===== config.mk =====
export PLATFORM = sky130hd
export DESIGN_NAME = uart_rx_fifo
export DESIGN_NICKNAME = d
export VERILOG_FILES = /design/src/rtl/uart_rx_fifo.sv
export SDC_FILE = /design/constraint.sdc
export NUM_CORES = 1
export LEC_CHECK = 0
export ABC_AREA = 1
export CORE_MARGIN = 2
export CORE_UTILIZATION = 35
export CTS_CLUSTER_DIAMETER = 150
export DETAILED_ROUTE_END_ITERATION = 8
export HOLD_SLACK_MARGIN = 0.02
export PLACE_DENSITY = 0.6
export SLEW_MARGIN = 10
export SYNTH_ARGS = -nofsm -noshare
export SYNTH_HDL_FRONTEND = slang
export SYNTH_SLANG_ARGS = --single-unit
export TNS_END_PERCENT = 10

===== constraint.sdc =====
create_clock -name CLK -period 1.91 [get_ports CLK]
set_clock_uncertainty 0.05 [all_clocks]
set_input_delay 0.2865 -clock CLK [delete_from_list [all_inputs] [get_ports CLK]]
set_output_delay 0.2865 -clock CLK [all_outputs]
set_load 0.05 [all_outputs]

===== src/rtl/uart_rx_fifo.sv =====
// 8N1 serial receiver with false-start and framing-error rejection, feeding a
// small byte FIFO popped with a valid/ready handshake.
module uart_rx_fifo #(
   parameter int CLOCK_FREQ = 100_000_000,
   parameter int BAUD_RATE  = 115_200,
   parameter int FIFO_DEPTH = 4
) (
   input  logic       CLK,
   input  logic       reset,
   input  logic       SerialIn,
   output logic [7:0] DataOut,
   output logic       DataOutValid,
   input  logic       DataOutReady,
   output logic       FramingError,
   output logic       Overflow,
   input  logic       ErrClear
);

   localparam int SYMBOL_EDGE_TIME = CLOCK_FREQ / BAUD_RATE;
   localparam int SAMPLE_TIME      = SYMBOL_EDGE_TIME / 2;
   localparam int CW               = $clog2(SYMBOL_EDGE_TIME) + 1;
   localparam int AW               = $clog2(FIFO_DEPTH);
   localparam int NW               = AW + 1;

   localparam logic [CW-1:0] CNT_ONE     = CW'(1);
   localparam logic [CW-1:0] SAMPLE_LAST = CW'(SAMPLE_TIME - 1);
   localparam logic [CW-1:0] EDGE_LAST   = CW'(SYMBOL_EDGE_TIME - 1);
   localparam logic [AW-1:0] PTR_ONE     = AW'(1);
   localparam logic [NW-1:0] NUM_ONE     = NW'(1);
   localparam logic [NW-1:0] NUM_FULL    = NW'(FIFO_DEPTH);

   typedef enum logic [1:0] {
      IDLE  = 2'd0,
      START = 2'd1,
      DATA  = 2'd2,
      STOP  = 2'd3
   } state_t;

   logic          sync1_r;
   logic          rx_r;
   state_t        state_r,   state_s;
   logic [CW-1:0] cnt_r,     cnt_s;
   logic [2:0]    bit_idx_r, bit_idx_s;
   logic [7:0]    shift_r,   shift_s;
   logic          push_s;
   logic          ferr_s;
   logic          ferr_r;

   logic [7:0]    mem_r [FIFO_DEPTH];
   logic [AW-1:0] rd_ptr_r;
   logic [AW-1:0] wr_ptr_r;
   logic [NW-1:0] count_r;
   logic          ovf_r;
   logic          full_s;
   logic          pop_s;
   logic          push_ok_s;
   logic          ovf_set_s;

   // Receiver next-state: mid-bit sampling driven by the cycle counter.
   always_comb begin
      state_s   = state_r;
      cnt_s     = cnt_r + CNT_ONE;
      bit_idx_s = bit_idx_r;
      shift_s   = shift_r;
      push_s    = 1'b0;
      ferr_s    = 1'b0;
      case (state_r)
         IDLE: begin
            cnt_s = '0;
            if (!rx_r) begin
               state_s = START;
            end else begin
               state_s = IDLE;
            end
         end
         START: begin
            if (cnt_r == SAMPLE_LAST) begin
               cnt_s     = '0;
               bit_idx_s = 3'd0;
               if (rx_r) begin
                  state_s = IDLE;
               end else begin
                  state_s = DATA;
               end
            end else begin
               cnt_s = cnt_r + CNT_ONE;
            end
         end
         DATA: begin
            if (cnt_r == EDGE_LAST) begin
               shift_s   = {rx_r, shift_r[7:1]};
               cnt_s     = '0;
               bit_idx_s = bit_idx_r + 3'd1;
               if (bit_idx_r == 3'd7) begin
                  state_s = STOP;
               end else begin
                  state_s = DATA;
               end
            end else begin
               cnt_s = cnt_r + CNT_ONE;
            end
         end
         STOP: begin
            // Leaving at mid-stop-bit lets a following start bit be caught with no idle gap.
            if (cnt_r == EDGE_LAST) begin
               cnt_s   = '0;
               state_s = IDLE;
               if (rx_r) begin
                  push_s = 1'b1;
               end else begin
                  ferr_s = 1'b1;
               end
            end else begin
               cnt_s = cnt_r + CNT_ONE;
            end
         end
         default: begin
            state_s = IDLE;
            cnt_s   = '0;
         end
      endcase
   end

   // Synchronizer and receiver state registers.
   always_ff @(posedge CLK) begin
      if (reset) begin
         sync1_r   <= 1'b1;
         rx_r      <= 1'b1;
         state_r   <= IDLE;
         cnt_r     <= '0;
         bit_idx_r <= 3'd0;
         shift_r   <= 8'h00;
         ferr_r    <= 1'b0;
      end else begin
         sync1_r   <= SerialIn;
         rx_r      <= sync1_r;
         state_r   <= state_s;
         cnt_r     <= cnt_s;
         bit_idx_r <= bit_idx_s;
         shift_r   <= shift_s;
         ferr_r    <= ferr_s;
      end
   end

   // FIFO handshake decode; a pop when empty never frees a slot.
   always_comb begin
      full_s    = (count_r == NUM_FULL);
      pop_s     = DataOutReady && (count_r != '0);
      push_ok_s = push_s && (!full_s || pop_s);
      ovf_set_s = push_s && full_s && !pop_s;
   end

   // FIFO storage is deliberately left unreset.
   always_ff @(posedge CLK) begin
      if (push_ok_s) begin
         mem_r[wr_ptr_r] <= shift_r;
      end
   end

   // FIFO pointers, occupancy and sticky overflow flag.
   always_ff @(posedge CLK) begin
      if (reset) begin
         rd_ptr_r <= '0;
         wr_ptr_r <= '0;
         count_r  <= '0;
         ovf_r    <= 1'b0;
      end else begin
         if (push_ok_s) begin
            wr_ptr_r <= wr_ptr_r + PTR_ONE;
         end
         if (pop_s) begin
            rd_ptr_r <= rd_ptr_r + PTR_ONE;
         end
         case ({push_ok_s, pop_s})
            2'b10:   count_r <= count_r + NUM_ONE;
            2'b01:   count_r <= count_r - NUM_ONE;
            default: count_r <= count_r;
         endcase
         if (ovf_set_s) begin
            ovf_r <= 1'b1;
         end else if (ErrClear) begin
            ovf_r <= 1'b0;
         end
      end
   end

   assign DataOut      = mem_r[rd_ptr_r];
   assign DataOutValid = (count_r != '0);
   assign FramingError = ferr_r;
   assign Overflow     = ovf_r;

endmodule


==> flow_summary.json <==
{
  "wl_per_cell_um": 12.17,
  "hold_slack_ps": 364.1,
  "post-route-period-util": 0.9519,
  "die_h_um": 95.68,
  "hold_class": "flip-flop to flip-flop",
  "finalHoldViolations": 0,
  "slew_violations": 0,
  "cts_tree": "built",
  "die_w_um": 95.68,
  "ys_seq_area_frac": 0.5785,
  "leakagePower_nw": 1.508,
  "ys_types": 34,
  "grt_start_max_net_pins": 17,
  "path_clk_slew_ps": 70,
  "peakVddDrop_mv": 0.3762,
  "start_util": 0.3598,
  "syn_to_final_growth_pct": 23.10,
  "fillers": 795,
  "worst_slew_pin_slew_ps": 490.0,
  "grt_use_total": 0.1294,
  "rows": 33,
  "max_stage_delay_ps": 800,
  "gp_congestion": 0.7519,
  "clk_latency_ps": 340,
  "antenna_found_initial": 0,
  "instances_no_fill": 457,
  "first_pass_iters": 4,
  "status": "completed",
  "worst-r2r-setup-slack_ps": 110,
  "core-area_um2": 8175,
  "drcViolationCount": 0,
  "crit_path_cell_trace": "clkdlybuf4s50_1",
  "drv_cap": 0,
  "die-area_um2": 9154,
  "cp.required_ps": 1570,
  "whs_endpoint": "rx_r",
  "dp_hpwl_um": 3835,
  "fmax_ghz": 0.5500,
  "cp.arrival_ps": 1480,
  "grt_pass1_vias": 2008,
  "clock_sinks": 69,
  "syn_area_per_cell_um2": 9.676,
  "critPathCaptureType": "output pin",
  "dpl_cell_area_um2": 3317,
  "cts_buffer_depth": 2,
  "ios": 16,
  "drive_gt1_frac": 0.2670,
  "vias_per_cell": 4.656,
  "nNetsFinal": 361,
  "crit_type": "flip-flop to output pin",
  "ff2ff_path_depth": 9,
  "hold_depth": 1,
  "cts_made_buffers": 9,
  "vias": 2128,
  "ys_ff_latch": 69,
  "htree_num_levels": 3,
  "critPathTopFamily": "buffers and inverters",
  "reg2reg_from": "cnt_r[1]",
  "fin_area_um2": 3621,
  "crit_buf_inv": 1,
  "numPortBuffers": 15,
  "final_util": 0.4429,
  "worstPathMaxFanout": 2,
  "seqCellArea_um2": 1713,
  "antennaDiodeCount": 0,
  "slowest_stage": "clkdlybuf4s50_1",
  "synth_nets": 318,
  "layout_common_cells": "57 x nor2_1, 34 x o21ai_0, 32 x edfxtp_1",
  "final_common_cell": "nor2_1",
  "startpoint_type": "flip-flop",
  "grt_pass1_wl_um": 8838,
  "slew_headroom": 0.6723,
  "hp-start": "sync1_r",
  "multi_input_area_um2": 1115,
  "cts.root.buffer_cell": "clkbuf_8",
  "postRouteAntennaNets": 0,
  "wirelength_um": 5563,
  "dp_slack_ps": -4.833,
  "drt_iter0_markers": 89,
  "worst_slack_ps": 91.90,
  "setup_viol": 0,
  "period_needed_ps": 1818,
  "power.density_nw_per_um2": 1079,
  "setup_tns_ps": 0,
  "yosys_warnings": 0,
  "syn_inst": 304,
  "netlist_area_um2": 2942,
  "power_mw": 3.907,
  "grt-ovfl-total": 0,
  "dp.cells": 437,
  "r2r-end": "mem_r[2][6]"
}
[how the worst max path moves through the flow]
| stage | from | to | slack [ps] | cells after the start |
|---|---|---|---|---|
| after floorplan | flip-flop | DataOut[6] | -30 | 4 |
| after global placement | DataOutReady | count_r[2] | 60 | 10 |
| after detailed placement | DataOutReady | count_r[2] | -5 | 10 |
| after CTS | cnt_r[0] | count_r[2] | -4 | 13 |
| after global routing | cnt_r[1] | mem_r[2][6] | -40 | 9 |
| final | Overflow | Overflow | 90 | 1 |
[final cells by class]
| cell class | instances | share of cell area |
|---|---|---|
| Clock buffer | 10 | 0.03525 |
| Timing Repair Buffer | 36 | 0.08086 |
| Multi-Input combinational cell | 193 | 0.3079 |
| Clock inverter | 6 | 0.02453 |
| Timing Repair inverter | 1 | 0.002073 |
| Tap cell | 105 | 0.03628 |
| Inverter | 37 | 0.04008 |
| Sequential cell | 69 | 0.4730 |
[synthesized netlist by cell type, drive strengths merged]
library cell,number,area [µm²]
a21oi,11,55.05
buf,1,11.26
clkbuf,4,16.26
dfxtp,37,740.7
edfxtp,32,960.9
fa,1,20.02
ha,8,100.1
inv,37,141.4
nand2,31,131.4
nand3,13,82.58
nand4,4,31.28
nor2,64,284.0
nor3,5,35.03
nor3b,2,20.02
o211a,1,10.01
o21ai,37,188.9
o22ai,9,56.30
or2,2,12.51
xor2,5,43.79
[cells by family after synthesis]
kind of cell,Yosys count,synth area share
compound gates,58,0.1055
buf+inv,42,0.05742
xor+xnor,5,0.01489
fa+ha+maj,9,0.04084
simple gates,121,0.2029
flops,69,0.5785
[flip-flops by register name, indices dropped and copies added (netlist names), 2 cells and up, named ones only]
signal     count
shift_r        8
cnt_r         11
wr_ptr_r       2
mem_r         32
rd_ptr_r       2
bit_idx_r      3
count_r        3
[power by group]
part           switching [mW]  internal (mW)
registers              0.0600           1.59
clock network           0.534          0.734
logic                   0.669          0.321
[routing by layer]
layer	vias to the layer above	GRT usage	routed length (µm)
li1	1103	-	-
met4	0	0.05000	65
met2	27	0.2296	2904
met5	-	0	0
met1	992	0.1351	2383
met3	6	0.05455	210
[repair_timing]
action                     CTS  global route
pin swaps                    0            11
setup buffers                0             3
setup endpoints to repair    3            42
hold buffers                 0             0
resized for setup            2            27
cloned                       0             1
Note: power is estimated with default switching activity, not from simulation.
